**src/rtl/mux_ser_param.sv**
```systemverilog
// mux_ser_param: TX-side source selector. Chooses between a CPU word path
// and a wide cipher-block path. Blocks are taken from a show-ahead source
// FIFO, popped on the capture cycle, and sent as NUM_WORDS words to a
// WORD_W-wide TX FIFO write port. Completed blocks are counted.
module mux_ser_param #(
  parameter int WORD_W    = 32,
  parameter int NUM_WORDS = 4,
  parameter int MSB_FIRST = 1,
  parameter int CNT_W     = 16
) (
  input  logic                        clk,
  input  logic                        rst,
  input  logic                        sel,
  input  logic [WORD_W-1:0]           cpu_wr_tx_data,
  input  logic                        cpu_wr_tx_require,
  input  logic [WORD_W*NUM_WORDS-1:0] data_data,
  output logic                        data_require,
  input  logic                        data_empty,
  output logic [WORD_W-1:0]           tx_data,
  output logic                        tx_require,
  input  logic                        full,
  output logic                        busy,
  output logic [CNT_W-1:0]            blk_cnt
);

  localparam int BLK_W = WORD_W * NUM_WORDS;
  localparam int CW    = $clog2(NUM_WORDS);
  localparam logic [CW-1:0] LAST_IDX = CW'(NUM_WORDS - 1);

  typedef enum logic [1:0] {
    S_IDLE = 2'd0,
    S_CPU  = 2'd1,
    S_WAIT = 2'd2,
    S_SEND = 2'd3
  } state_t;

  state_t                             state;
  logic [BLK_W-1:0]                   shreg;
  logic [CW-1:0]                      word_cnt;

  // Word view of the shift register; index 0 is the least-significant word.
  logic [NUM_WORDS-1:0][WORD_W-1:0]   words;
  logic [CW-1:0]                      word_idx;
  logic                               last_word;
  logic                               accept;
  logic                               block_done;
  logic                               capture;

  assign words = shreg;

  // MSB-first order walks the word view from the top down.
  assign word_idx   = (MSB_FIRST != 0) ? (LAST_IDX - word_cnt) : word_cnt;
  assign last_word  = (word_cnt == LAST_IDX);
  assign accept     = (state == S_SEND) && !full;
  assign block_done = accept && last_word;

  // A block is captured from WAIT, or back-to-back as the last word leaves.
  assign capture = !sel && !data_empty &&
                   ((state == S_WAIT) || block_done);

  assign data_require = capture;
  assign busy         = (state == S_SEND);

  // Output mux: CPU pass-through or the current word of the held block.
  always_comb begin
    // NOTE: defaults first so every path assigns both outputs; no latch.
    tx_data    = '0;
    tx_require = 1'b0;
    case (state)
      S_CPU: begin
        tx_data    = cpu_wr_tx_data;
        tx_require = cpu_wr_tx_require & ~full;
      end
      S_SEND: begin
        tx_data    = words[word_idx];
        tx_require = ~full;
      end
      default: ;
    endcase
  end

  // State, shift register, word index and block counter.
  always_ff @(posedge clk) begin
    // NOTE: non-blocking assignments so every register samples pre-edge values.
    if (rst) begin
      state    <= S_IDLE;
      shreg    <= '0;
      word_cnt <= '0;
      blk_cnt  <= '0;
    end else begin
      if (capture) begin
        shreg    <= data_data;
        word_cnt <= '0;
      end else if (accept && !last_word) begin
        word_cnt <= word_cnt + CW'(1);
      end

      if (block_done) blk_cnt <= blk_cnt + CNT_W'(1);

      case (state)
        S_IDLE: state <= sel ? S_CPU : S_WAIT;
        S_CPU:  if (!sel) state <= S_IDLE;
        S_WAIT: begin
          if (sel)              state <= S_IDLE;
          else if (!data_empty) state <= S_SEND;
        end
        S_SEND: begin
          // sel is only honoured once the whole block has gone out.
          if (block_done && !capture) state <= sel ? S_IDLE : S_WAIT;
        end
        default: state <= S_IDLE;
      endcase
    end
  end

endmodule

```
**config.mk**
```make
export PLATFORM = sky130hd
export DESIGN_NAME = mux_ser_param
export DESIGN_NICKNAME = d
export VERILOG_FILES = /design/src/rtl/mux_ser_param.sv
export SDC_FILE = /design/constraint.sdc
export NUM_CORES = 1
export LEC_CHECK = 0
export CAP_MARGIN = 25
export CORE_MARGIN = 4
export CORE_UTILIZATION = 45
export CTS_CLUSTER_DIAMETER = 80
export DETAILED_ROUTE_END_ITERATION = 10
export DONT_BUFFER_PORTS = 1
export HOLD_SLACK_MARGIN = 0.08
export PLACE_DENSITY = 0.68
export SYNTH_ARGS = -nofsm -noshare
export SYNTH_HDL_FRONTEND = slang
export SYNTH_SLANG_ARGS = --single-unit
```
**constraint.sdc**
```tcl
create_clock -name clk -period 3.15 [get_ports clk]
set_clock_uncertainty 0.05 [all_clocks]
set_input_delay 0.4725 -clock clk [delete_from_list [all_inputs] [get_ports clk]]
set_output_delay 0.4725 -clock clk [all_outputs]
set_load 0.005 [all_outputs]
```
==> out/results.ini <==
[timing]
max_slew_margin=0.451
rsz0062_at_grt=false
worstMarginPinSlew_ps=820
hold_viol_final=0
setup_violations=0
fmax_ghz=0.374
final.setup.tns_ps=0
fin_crit_ps=2670
fin_crit_sh=0.848
drv_slew=0

[floorplanning]
die_y_microns=130
die_x_microns=130
core_sq_mm=0.0146
std_cell_rows=44
initial_core_util=0.459
io-pin-count=217
dieArea_sq_mm=0.0169

[synth]
synth_edf_count=0
async_flop_share=0
syn_area_sq_mm=0.00670
synth_fp_nets=945
avgSynthCellArea_sq_um=8.63
yosysTopAreaCell=dfxtp_1
synth_seq_area_share=0.442
synth.top_cells.by_count=nand2_1 (263), dfxtp_1 (148), a21oi_1 (133)
synth_flop_cell=dfxtp_1
ys_types=38
postSynthCellCount=777
yosysTopAreaCellShare=0.442
synth_warnings=0
post-synth-top-count-cell=nand2_1
synthTopCellsByArea=dfxtp_1 (44%), nand2_1 (15%), mux4_2 (11%)
synth-seq-cells=148

[route]
via_count=5243
wl_per_cell_microns=18.6
drt-vias-per-instance=5.51
dr.pass1.iters=4
ant_nets=0
drc=0
drtIter0Drc=359
totalWireLength_microns=17700

[clock_network]
cts_tree=built
cts.clk_slew.worst_paths_ps=60
root_buffer=clkbuf_16
htreeDepth=4
cts_max_path_buffers=2
cts_sinks=148
ctsResizeCount=0
cts_inserted_buffers=17
worstSkewPairLatency_ps=410

[layout]
fin_area_sq_mm=0.00748
fin_util=0.513
fin_nets=923
post_route_cells_drive_above_1_share=0.112
diodes=0
n_fill_cell=1370
area_delta_synth_final_pct=11.6

[worst_setup_path]
endpoint_kind=output port
crit_fanout=33
critical_path_class=flop to output port
cp_data_arrival_time_ps=2150
required_ps=2630
cp-start-kind=flop

[placement]
gp_congestion=0.723
port_buffers=0
dpl-instance-area_sq_mm=0.00672
dp_hpwl_microns=10600

[global_routing]
gr-total-overflow=0
grt_pass1_vias=5003
antenna_found_initial=0
grt_max_degree=129
grt_pass1_wl_microns=26900
grt.total_usage=0.208

[run]
drv_cap=0

[power]
sw_frac_of_total=0.229
clockPowerShare=0.483
p_int_mw=3.28
power_frac_comb=0.064
power_density_mw_per_mm2=569
p_switching_uw=975
p_leak_nw=2.44
ir_drop_uv=403
pwr-share-seq=0.453

[hold_path]
hp-class=input pin to flop

[status]
status=completed

worst paths after layout:
kind | start | end | slack (ps) | cells after the start
hold reg to reg | shreg[21] | shreg[21] | 400 | 2
hold / removal | sel | state[1] | 110 | 1
setup reg to reg | word_cnt[0] | shreg[91] | 890 | 7
setup / recovery | word_cnt[1] | tx_data[12] | 480 | 4
cell usage in the layout (no fill, tap or decap), drive strengths merged, types with 5 or more instances in the layout:
cell	instances
dlygate4sd3	9
nand2	263
buf	12
dfxtp	148
mux2i	33
nor2	18
nor2b	35
clkinvlp	6
nand3	5
xnor2	6
clkbuf	19
mux4	32
a21oi	133
cells by family (layout without fill, tap and decap cells):
group	after synthesis	in the layout	synth area share
buf+inv	66	57	0.0510
flops	148	148	0.442
xor+xnor	10	10	0.0131
simple gates	344	344	0.221
compound gates	139	139	0.107
fa+ha+maj	2	2	0.00373
mux	68	68	0.162
worst max-delay path, stage by stage, from the launching register on:
cell	delay [ps]
dfxtp_2	320
buf_4	560
mux4_2	610
mux2i_1	150
nor2b_1	80
stage by stage:
stage	power [mW]	cells	setup slack, ps	hold slack, ps
2_1_floorplan	2.17	777	1140	383
3_3_place_gp	2.18	908	903	384
3_5_place_dp	2.19	908	866	388
4_1_cts	4.30	951	413	87.5
5_1_grt	4.42	952	276	98.4
6_report	4.26	952	479	107
metal layers:
metal | global-route usage | routed length, microns
met2 | 0.333 | 8540
met1 | 0.275 | 7700
met5 | 0 | 0
met3 | 0.0594 | 1310
met4 | 0.0617 | 156
power by group through the flow:
stage	registers (mW)	logic (mW)	clock network, mW
finish	1.93	0.273	2.06
global route	1.93	0.302	2.19
CTS	1.93	0.272	2.10
detailed placement	1.97	0.218	0
global placement	1.97	0.214	0
floorplan	1.96	0.209	0
state kept, by name (all words and copies together), names as in the netlist:
name	count
word_cnt	2
state	2
blk_cnt	16
shreg	128
timing repair:
item | CTS | global route
setup buffers | 0 | 0
hold buffers | 11 | 0
endpoints found under the hold margin | 52 | 0
layout make-up:
type	count	area [sq um]	share of cell area
Clock buffer	19	443	0.0592
Sequential cell	148	2970	0.397
Multi-Input combinational cell	563	3400	0.454
Inverter	4	17.5	0.00234
Timing Repair Buffer	21	263	0.0351
Tap cell	184	230	0.0308
Clock inverter	13	159	0.0213
(Power assumes the default switching activity.)
